===== src/rtl/al_accel_mem_arbiter_pkg.sv =====
// Shared definitions for the accelerator memory-port arbiter: FSM state encodings,
// the default starvation bound and the grant-selection helper.
package al_accel_mem_arbiter_pkg;

    typedef enum logic [1:0] {
        ARB_IDLE = 2'd0,
        ARB_RD   = 2'd1,
        ARB_WR   = 2'd2
    } arb_state_e;

    localparam int STARVE_MAX_DEFAULT = 8;

    // Writes win unless a read is pending and has already been passed over too often.
    function automatic logic pick_write(input logic rd_pend, input logic wr_pend,
                                        input logic starve_hit);
        return wr_pend & ~(rd_pend & starve_hit);
    endfunction

endpackage


===== src/rtl/al_accel_mem_arbiter.sv =====
// Single-outstanding read/write arbiter onto the SoC memory port, write-priority with a
// starvation bound for reads. Optional ack statistics: define AL_ACCEL_ARB_STATS_EN.
module al_accel_mem_arbiter
    import al_accel_mem_arbiter_pkg::*;
#(
    parameter int ADDR_W     = 32,
    parameter int DATA_W     = 32,
    parameter int STARVE_MAX = STARVE_MAX_DEFAULT
) (
    input  logic                clk,
    input  logic                resetn,
    input  logic                enb,
    input  logic                rd_req,
    input  logic [ADDR_W-1:0]   rd_addr,
    output logic                rd_ack,
    output logic [DATA_W-1:0]   rd_rdata,
    input  logic                wr_req,
    input  logic [ADDR_W-1:0]   wr_addr,
    input  logic [DATA_W-1:0]   wr_wdata,
    input  logic [DATA_W/8-1:0] wr_wstrb,
    output logic                wr_ack,
    output logic                mem_valid,
    output logic                mem_we,
    output logic [ADDR_W-1:0]   mem_addr,
    output logic [DATA_W-1:0]   mem_wdata,
    output logic [DATA_W/8-1:0] mem_wstrb,
    input  logic                mem_ready,
    input  logic [DATA_W-1:0]   mem_rdata,
    output logic                arb_busy
`ifdef AL_ACCEL_ARB_STATS_EN
    ,
    output logic [15:0]         rd_cnt,
    output logic [15:0]         wr_cnt
`endif
);

    localparam int SW = $clog2(STARVE_MAX + 1);

    arb_state_e          state_q, state_d;
    logic [SW-1:0]       starve_q, starve_d;
    logic                mem_we_q, mem_we_d;
    logic [ADDR_W-1:0]   mem_addr_q, mem_addr_d;
    logic [DATA_W-1:0]   mem_wdata_q, mem_wdata_d;
    logic [DATA_W/8-1:0] mem_wstrb_q, mem_wstrb_d;
    logic                starve_hit;

    assign starve_hit = (starve_q >= SW'(STARVE_MAX));

    always_ff @(posedge clk or negedge resetn) begin
        if (!resetn) begin
            state_q     <= ARB_IDLE;
            starve_q    <= '0;
            mem_we_q    <= 1'b0;
            mem_addr_q  <= '0;
            mem_wdata_q <= '0;
            mem_wstrb_q <= '0;
        end else begin
            state_q     <= state_d;
            starve_q    <= starve_d;
            mem_we_q    <= mem_we_d;
            mem_addr_q  <= mem_addr_d;
            mem_wdata_q <= mem_wdata_d;
            mem_wstrb_q <= mem_wstrb_d;
        end
    end

    always_comb begin
        state_d     = state_q;
        starve_d    = starve_q;
        mem_we_d    = mem_we_q;
        mem_addr_d  = mem_addr_q;
        mem_wdata_d = mem_wdata_q;
        mem_wstrb_d = mem_wstrb_q;
        rd_ack      = 1'b0;
        wr_ack      = 1'b0;
        unique case (state_q)
            ARB_IDLE: begin
                if (enb && (rd_req || wr_req)) begin
                    if (pick_write(rd_req, wr_req, starve_hit)) begin
                        state_d     = ARB_WR;
                        mem_we_d    = 1'b1;
                        mem_addr_d  = wr_addr;
                        mem_wdata_d = wr_wdata;
                        mem_wstrb_d = wr_wstrb;
                        if (rd_req && !starve_hit) begin
                            starve_d = starve_q + SW'(1);
                        end
                    end else begin
                        state_d     = ARB_RD;
                        mem_we_d    = 1'b0;
                        mem_addr_d  = rd_addr;
                        mem_wdata_d = '0;
                        mem_wstrb_d = '0;
                        starve_d    = '0;
                    end
                end
            end
            ARB_RD: begin
                if (mem_ready) begin
                    rd_ack  = 1'b1;
                    state_d = ARB_IDLE;
                end
            end
            ARB_WR: begin
                if (mem_ready) begin
                    wr_ack  = 1'b1;
                    state_d = ARB_IDLE;
                end
            end
            default: state_d = ARB_IDLE;
        endcase
    end

    assign mem_valid = (state_q != ARB_IDLE);
    assign arb_busy  = (state_q != ARB_IDLE);
    assign mem_we    = mem_we_q;
    assign mem_addr  = mem_addr_q;
    assign mem_wdata = mem_wdata_q;
    assign mem_wstrb = mem_wstrb_q;
    assign rd_rdata  = mem_rdata;

`ifdef AL_ACCEL_ARB_STATS_EN
    logic [15:0] rd_cnt_q, wr_cnt_q;

    always_ff @(posedge clk or negedge resetn) begin
        if (!resetn) begin
            rd_cnt_q <= '0;
            wr_cnt_q <= '0;
        end else begin
            if (rd_ack) rd_cnt_q <= rd_cnt_q + 16'd1;
            if (wr_ack) wr_cnt_q <= wr_cnt_q + 16'd1;
        end
    end

    assign rd_cnt = rd_cnt_q;
    assign wr_cnt = wr_cnt_q;
`endif

endmodule


===== config.mk =====
export PLATFORM = sky130hd
export DESIGN_NAME = al_accel_mem_arbiter
export DESIGN_NICKNAME = d
export VERILOG_FILES = /design/src/rtl/al_accel_mem_arbiter_pkg.sv /design/src/rtl/al_accel_mem_arbiter.sv
export SDC_FILE = /design/constraint.sdc
export NUM_CORES = 1
export LEC_CHECK = 0
export BUFFER_PORTS_ARGS = -buffer_cell sky130_fd_sc_hd__buf_4
export CAP_MARGIN = 40
export CORE_ASPECT_RATIO = 1.1
export CORE_MARGIN = 8
export CORE_UTILIZATION = 30
export DETAILED_ROUTE_END_ITERATION = 6
export GPL_TIMING_DRIVEN = 0
export PLACE_DENSITY = 0.58
export SLEW_MARGIN = 15
export SYNTH_ARGS = -nofsm -noshare
export SYNTH_HDL_FRONTEND = slang
export SYNTH_SLANG_ARGS = --single-unit

===== constraint.sdc =====
create_clock -name clk -period 2.7 [get_ports clk]
set_input_delay 0.405 -clock clk [delete_from_list [all_inputs] [get_ports clk]]
set_output_delay 0.405 -clock clk [all_outputs]
set_load 0.01 [all_outputs]

After elaboration in Yosys (flattened, before gate mapping). Cells that the tools add are included.

$add $sub $neg: 1. Order comparisons: 1. Equality and inequality tests: 5. Mux-type cells: 13. Bitwise logic cells: 3. Reductions and logical operators: 10.

Operator list (number): two-way mux 32 bit (2); two-way mux 4 bit (3); two-way mux 2 bit (3); adder 4 x 1 -> 4 bit, second input constant (1); greater-or-equal comparator 4 bit, second input constant (1); two-way mux 1 bit (4); != test 2 x 1 -> 1 bit, second input constant (2); case mux 2 bit (2 select lines) (1); AND reduction 2 bit (2); AND reduction 3 bit (1); AND 1 bit (2); equality test 2 x 1 -> 1 bit, second input constant (1); equality test 2 bit, second input constant (1); logical AND 1 bit (2); zero test 2 bit (1); != test 2 bit, second input constant (1); nonzero test 2 bit (1); OR reduction 2 bit (1); zero test 1 bit (1); logical OR 1 bit (1); NOT 1 bit (1).

Register bits after elaboration: 75. Input bits: 138. Output and inout bits: 105. Logic and storage cells: 39.

Longest topological paths before layout. Gate-level depths: netlist of run 1.

Depth after elaboration: 7. Depth in mapped cells: 7. Depth with buffers taken out: 5.

Worst setup path before layout of run 1. Ideal clock, no wire load.

Path kind: reg2reg. From: reg state_q[0]. To: reg state_q[0]. Library setup time: 101 ps. Arrival: 1324 ps. Data required time: 2599 ps. Setup slack: 1275 ps. Stages on the path, launching flop included: 6. Path buffers: 1. Period minus slack after synthesis: 1425 ps. Path through: dfrtp_1 > inv_1 > ha_1 > o211ai_4 > buf_2 > o32ai_1.

Longest elaborated chain between the ends: 4. Elaborated cells between the ends (all ways): 8. Classes of those cells: eq/ne (4); mux (1); reduce/logical (3).

Ends and longest elaborated chain: start, declared (RTL line al_accel_mem_arbiter.sv:39) `arb_state_e state_q, state_d;`; start signal, assigned (RTL line al_accel_mem_arbiter.sv:58) `state_q <= state_d;`; equality test 2 bit / equality test 2 x 1 -> 1 bit (equally long branches) (RTL line al_accel_mem_arbiter.sv:76) `unique case (state_q)`; OR reduction 2 bit (no source line); != test 2 x 1 -> 1 bit (no source line); AND reduction 2 bit (no source line).

Parallel ways exist; a longest one is shown, timed or not. A chain may end at the register's enable or synchronous reset.

Worst setup path in the final report of run 1.
From: reg state_q[0]. To: out mem_valid.

Longest elaborated chain between the ends: 1.

Ends and longest elaborated chain: nonzero test 2 bit (RTL line al_accel_mem_arbiter.sv:114) `assign mem_valid = (state_q != ARB_IDLE);`; end, declared (RTL line al_accel_mem_arbiter.sv:22) `output logic mem_valid,`.

No other way between the ends.

==> metrics.yaml, run 1 <==
run_status: "finished, final reports clean"
ant_nets: 0
drt-pass1-iter-count: 4
synth_edf_count: 0
netlist_area_sq_um: 3420
cts_tree: "yes"
drt_iter0_markers: 129
synthTopCellsByCount: "dfrtp_1, a21oi_1, buf_4, a22o_1, nand2_1"
grtUsageTotal: 0.151
slew_viol_final: 0
ys_types: 26
clk_pin_slew_ns: 0.05
yosysMostFrequentCell: "dfrtp_1"
setup_viol: 0
yosys_warnings: 0
diodes: 0
total_power_mw: 5.24
grt_start_max_net_pins: 44
mappedNetlistNets: 472
layout-drive-gt1-share: 0.507
worstMarginPinSlew_ns: 0.560
peakVddDrop_uv: 399
row_count: 41
start_util: 0.303
critical_path.max_fanout: 6
placed_cells: 689
cts.sinks: 75
critPathMaxStageDelay_ns: 0.39
grt_first_pass_wirelength_um: 18300
top_usage_layer: "met2"
drc: 0
vias: 3240
core_area_sq_um: 11300
crit_type: "reg -> out"
clkLatencyLatePin_ns: 0.33
grt_overflow_total: 0
post_drt_wl_per_cell_um: 16.8
cp-end-kind: "output pin"
clock.fmax_mhz: 496
grtUsageMet3: 0.0639
gr-usage-met2: 0.244
antenna_found_initial: 0
postSynthCellCount: 329
maxCapViolations: 0
die_h_um: 128
wirelength_um: 11800
postSynth.asyncResetShare: 1.00
setup_tns_ns: 0
die-area_sq_um: 15100
cts_max_path_buffers: 2
finalNetCount: 693
critPathSlowestCell: "dfrtp_1"
grt_use_met1: 0.175
cts_buffers: 9
final_cells: 704
yosys.area.top_type: "dfrtp_1"
grt_pass1_vias: 3427
cp_data_arrival_time_ns: 1.61
syn_avg_cell_area_sq_um: 10.4
seq_area_frac_synth: 0.549
rsz0062_at_grt: "false"
timing.rr.start: "state_q[0]"
port_buffers: 209
synth-seq-cells: 75
worst_r2r_path_depth: 7
root_buffer: "clkbuf_16"
whs_ns: 0.0688
startpoint_type: "flip-flop"
hold_viol: 0
postCtsSetupRepairBufs: 0
p_leak_nw: 2.83
htreeDepth: 3
ctsResizeCount: 0
min_path_type: "in -> async"
crit_path_start: "state_q[0]"
worstPathRequired_ns: 2.30
relSlewSlack: 0.627
yosysTopAreaCellShare: 0.549
synth_area_leaders: "dfrtp_1, a21oi_1, a22o_1"
area_delta_synth_final_pct: 59.6
place_hpwl_um: 9290
p_per_area_nw_per_um2: 959
io_pins: 243
vias_per_cell: 4.60
fin_skew_ns: 0.00686
place.gp.congestion: 0.801
synthFlopType: "dfrtp_1"
min_period_over_period: 0.746
die_w_um: 118
ctsHoldBuffers: 0
final.min_clock_period_ns: 2.01
path_cells: "inv_1 -> ha_1 -> inv_1 -> buf_4 -> buf_4"
per-stage QoR:
stage | area (sq um) | utilization | setup slack, ns
2_1_floorplan | 3420 | - | 1.28
3_3_place_gp | 5180 | 0.459 | 1.02
3_5_place_dp | 5200 | 0.461 | 0.945
4_1_cts | 5460 | 0.484 | 0.662
5_1_grt | 5460 | 0.484 | 0.582
6_report | 5460 | 0.484 | 0.685
per-layer routing:
layer,up-vias,share of wire
met4,0,0.014
li1,1538,-
met5,-,0
met2,159,0.48
met1,1531,0.41
met3,12,0.098
power by group:
part           switching [mW]  total, mW  internal (mW)
combinational            1.05       2.24           1.19
sequential              0.296       1.93           1.63
clock                   0.431       1.07          0.637
total                    1.78       5.24           3.46
layout by cell type (no fill, tap or decap), drive strengths merged:
master   count
clkinv       3
nand3        2
and2         2
nand4        1
o211ai       1
xor2         1
buf        265
nor3         1
a21oi       66
a21bo        1
inv          5
ha           5
dfrtp       75
nor2        34
nand2       34
a2bb2oi      1
a21boi       1
a21o         2
nor2b        1
o32ai        2
o211a        1
a22o        36
clkbuf      12
o21ai        2
worst max-delay path: cells and delay by family, from the launching register on:
family / cells / cell delay (ns)
buf+inv: 4 / 0.55
fa+ha+maj: 1 / 0.35
flops: 1 / 0.39
worst paths after layout:
check                           endpoint  slack, ns
setup / recovery               mem_valid       0.69
hold / removal               mem_addr[4]       0.07
setup reg to reg            mem_addr[15]       0.94
hold reg to reg                   mem_we       0.47
max in group asynchronous    mem_addr[2]       2.05
min in group clk           mem_wdata[13]       0.29
state kept, by name (all words and copies together), names as in the netlist:
name	cells
mem_wstrb	4
mem_we	1
mem_addr	32
mem_wdata	32
starve_q	4
state_q	2
logic make-up after synthesis:
family	share of synthesized area
XOR/XNOR	0.00256
adder cells (fa/ha/maj)	0.0183
buffers and inverters	0.120
flip-flops	0.549
AND/OR/NAND/NOR	0.0911
AO/OA/AOI/OAI	0.219
area by class of cell:
type / count / area (sq um)
Clock inverter: 3 / 15.0
Sequential cell: 75 / 1880
Timing Repair Buffer: 210 / 1590
Clock buffer: 12 / 246
Buffer: 55 / 393
Inverter: 5 / 18.8
Fill cell: 1115 / 5830
Tap cell: 150 / 188
Multi-Input combinational cell: 194 / 1130
Power figures use the tool's default switching activity.
==> inputs of run 2 (changes only) <==
Settings changed: ABC_AREA set to 1, PLACE_DENSITY 0.58 to 0.56.
Clock period 2.7 ns to 1.9 ns, I/O delays scaled along.
==> run 2 against run 1 <==
- non-clock buffer count increased by 11
- largest cell class unchanged
- sequential cell count stayed put
- via count grew 21%
- count of clock-buffer cells in the layout is 1 lower
- largest power group unchanged
==> metrics.yaml, run 2 <==
netlist_area_sq_um: 3840  # was 3420 sq um
startpoint_type: "flip-flop"  # unchanged
drt_iter0_markers: 220  # was 129
diodes: 0  # unchanged
grt_start_max_net_pins: 48  # was 44
maxCapViolations: 0  # unchanged
grt_first_pass_wirelength_um: 21000  # was 18300 um
worstPathRequired_ns: 1.62  # was 2.30 ns
cts_buffers: 9  # unchanged
yosysTopAreaCellShare: 0.489  # was 0.549
whs_ns: 0.243  # was 0.0688 ns
mappedNetlistNets: 633  # was 472
drc: 0  # unchanged
synthFlopType: "dfrtp_1"  # unchanged
synth_edf_count: 0  # unchanged
clk_pin_slew_ns: 0.06  # was 0.05 ns
setup_tns_ns: 0  # unchanged
fin_skew_ns: 0.00291  # was 0.00686 ns
utilization: 0.473  # was 0.484
cts_tree: "yes"  # unchanged
layout-drive-gt1-share: 0.402  # was 0.507
yosys_warnings: 0  # unchanged
drt-pass1-iter-count: 4  # unchanged
postSynthCellCount: 490  # was 329
io_pins: 243  # unchanged
vias_per_cell: 4.49  # was 4.60
setup_viol: 0  # unchanged
cp_data_arrival_time_ns: 1.46  # was 1.61 ns
sequentialPowerShare: 0.363  # was 0.368
port_buffers: 209  # unchanged
ys_types: 17  # was 26
cts.sinks: 75  # unchanged
syn_avg_cell_area_sq_um: 7.84  # was 10.4 sq um
vias: 3927  # was 3240
place_hpwl_um: 10600  # was 9290 um
wirelength_um: 13500  # was 11800 um
grtUsageTotal: 0.157  # was 0.151
synthTopCellsByCount: "nand2_1, dfrtp_1, nand3_1, buf_4, o21ai_0"  # was dfrtp_1, a21oi_1, buf_4, a22o_1, nand2_1
clkLatencyLatePin_ns: 0.32  # was 0.33 ns
ctsResizeCount: 0  # unchanged
relSlewSlack: 0.679  # was 0.627
switching_share: 0.357  # was 0.339
row_count: 43  # was 41
place.gp.congestion: 0.767  # was 0.801
die_h_um: 135  # was 128 um
total_power_mw: 7.38  # was 5.24 mW
fillers: 1273  # was 1115
grt_pass1_vias: 4154  # was 3427
post_drt_wl_per_cell_um: 15.4  # was 16.8 um
worstMarginPinSlew_ns: 0.481  # was 0.560 ns
combPwrFrac: 0.424  # was 0.428
cp-end-kind: "output pin"  # unchanged
htreeDepth: 3  # unchanged
hold_viol: 0  # unchanged
grt_overflow_total: 0  # unchanged
critical_path.max_fanout: 4  # was 6
slew_viol_final: 0  # unchanged
core_area_sq_um: 12500  # was 11300 sq um
cts_max_path_buffers: 2  # unchanged
ctsHoldBuffers: 1  # was 0
root_buffer: "clkbuf_16"  # unchanged
postCtsSetupRepairBufs: 0  # unchanged
finalNetCount: 855  # was 693
die-area_sq_um: 16700  # was 15100 sq um
power_switching_mw: 2.63  # was 1.78 mW
yosys.area.top_type: "dfrtp_1"  # unchanged
run_status: "finished, final reports clean"  # unchanged
p_leak_nw: 3.32  # was 2.83 nW
clkPwrFrac: 0.214  # was 0.204
peakVddDrop_uv: 531  # was 399 uV
clock.fmax_mhz: 573
area_delta_synth_final_pct: 54.3  # was 59.6%
seq_area_frac_synth: 0.489  # was 0.549
rsz0062_at_grt: "false"  # unchanged
min_path_type: "in -> reg"  # was in -> async
synth_area_leaders: "dfrtp_1, nand2_1, nand3_1"  # was dfrtp_1, a21oi_1, a22o_1
die_w_um: 124  # was 118 um
p_per_area_nw_per_um2: 1250  # was 959 nW/um^2
synth-seq-cells: 75  # unchanged
start_util: 0.306  # was 0.303
layout_common_cells: "buf_4, nand2_1, nand3_1, dfrtp_1, o21ai_0"  # was buf_4, dfrtp_1, a21oi_1
crit_type: "reg -> out"  # unchanged
final.min_clock_period_ns: 1.75
yosysMostFrequentCell: "nand2_1"  # was dfrtp_1
mostFrequentLayoutCell: "buf_4"  # unchanged
antenna_found_initial: 0  # unchanged
postSynth.asyncResetShare: 1.00  # unchanged
min_period_over_period: 0.919
fin_area_sq_um: 5920  # was 5460 sq um
intPower_mw: 4.75  # was 3.46 mW
placed_area_sq_um: 5630  # was 5200 sq um
ant_nets: 0  # unchanged
-- run 2: path summary, 6_finish.rpt --
check / from / endpoint / slack (ns) / depth (start not counted)
setup / recovery: state_q[0] / mem_valid / 0.15 / 5
hold / removal: wr_wdata[10] / mem_wdata[10] / 0.24 / 3
setup reg to reg: state_q[0] / mem_wdata[31] / 0.41 / 5
hold reg to reg: mem_addr[9] / mem_addr[9] / 0.48 / 2
max in group asynchronous: resetn / mem_addr[9] / 0.89 / 3
min in group asynchronous: resetn / mem_wdata[27] / 0.43 / 2
-- run 2: logic make-up (layout without fill, tap and decap cells) --
group	count (synthesis)	after routing	share of synthesized area
AOI/OAI and AO/OA	39	39	0.0508
xor gates and xnor gates	1	1	0.00228
adders and majority gates	5	5	0.0163
buffers and inverters	76	303	0.125
DFF	75	75	0.489
and+or+nand+nor	294	294	0.316
-- run 2: worst max-delay path, stage by stage (launching register included) --
cell,delay [ns]
dfrtp_1,0.40
inv_1,0.09
ha_1,0.26
inv_1,0.12
buf_4,0.14
buf_4,0.13
-- run 2: metal layers --
metal | track usage | vias to the layer above | part of all wire
met1 | 0.192 | 1791 | 0.40
met2 | 0.258 | 153 | 0.49
li1 | - | 1973 | -
met4 | 0.0462 | 0 | 0.0092
met5 | 0 | - | 0
met3 | 0.0480 | 10 | 0.10
-- run 2: layout make-up --
class / count / area (sq um) / share of cell area
repair buffers: 211 / 1610 / 0.271
multi-input cells: 339 / 1480 / 0.250
clock inverters: 5 / 27.5 / 0.00465
well taps: 157 / 196 / 0.0332
clock buffers: 11 / 253 / 0.0427
plain buffers: 65 / 440 / 0.0744
flip-flops and latches: 75 / 1880 / 0.317
inverters: 11 / 41.3 / 0.00697
-- run 2: metrics by stage --
stage	instances	setup WS, ns
2_1_floorplan	490	0.649
3_3_place_gp	856	0.426
3_5_place_dp	857	0.395
4_1_cts	874	0.136
5_1_grt	874	0.0571
6_report	874	0.155
-- run 2: power by group through the flow --
stage | Sequential (mW) | Combinational [mW] | Clock [mW]
4_1_cts | 2.68 | 3.20 | 1.63
3_5_place_dp | 2.69 | 3.20 | 0
5_1_grt | 2.77 | 3.48 | 1.70
3_3_place_gp | 2.67 | 3.16 | 0
6_report | 2.68 | 3.13 | 1.58
2_1_floorplan | 2.94 | 1.18 | 0
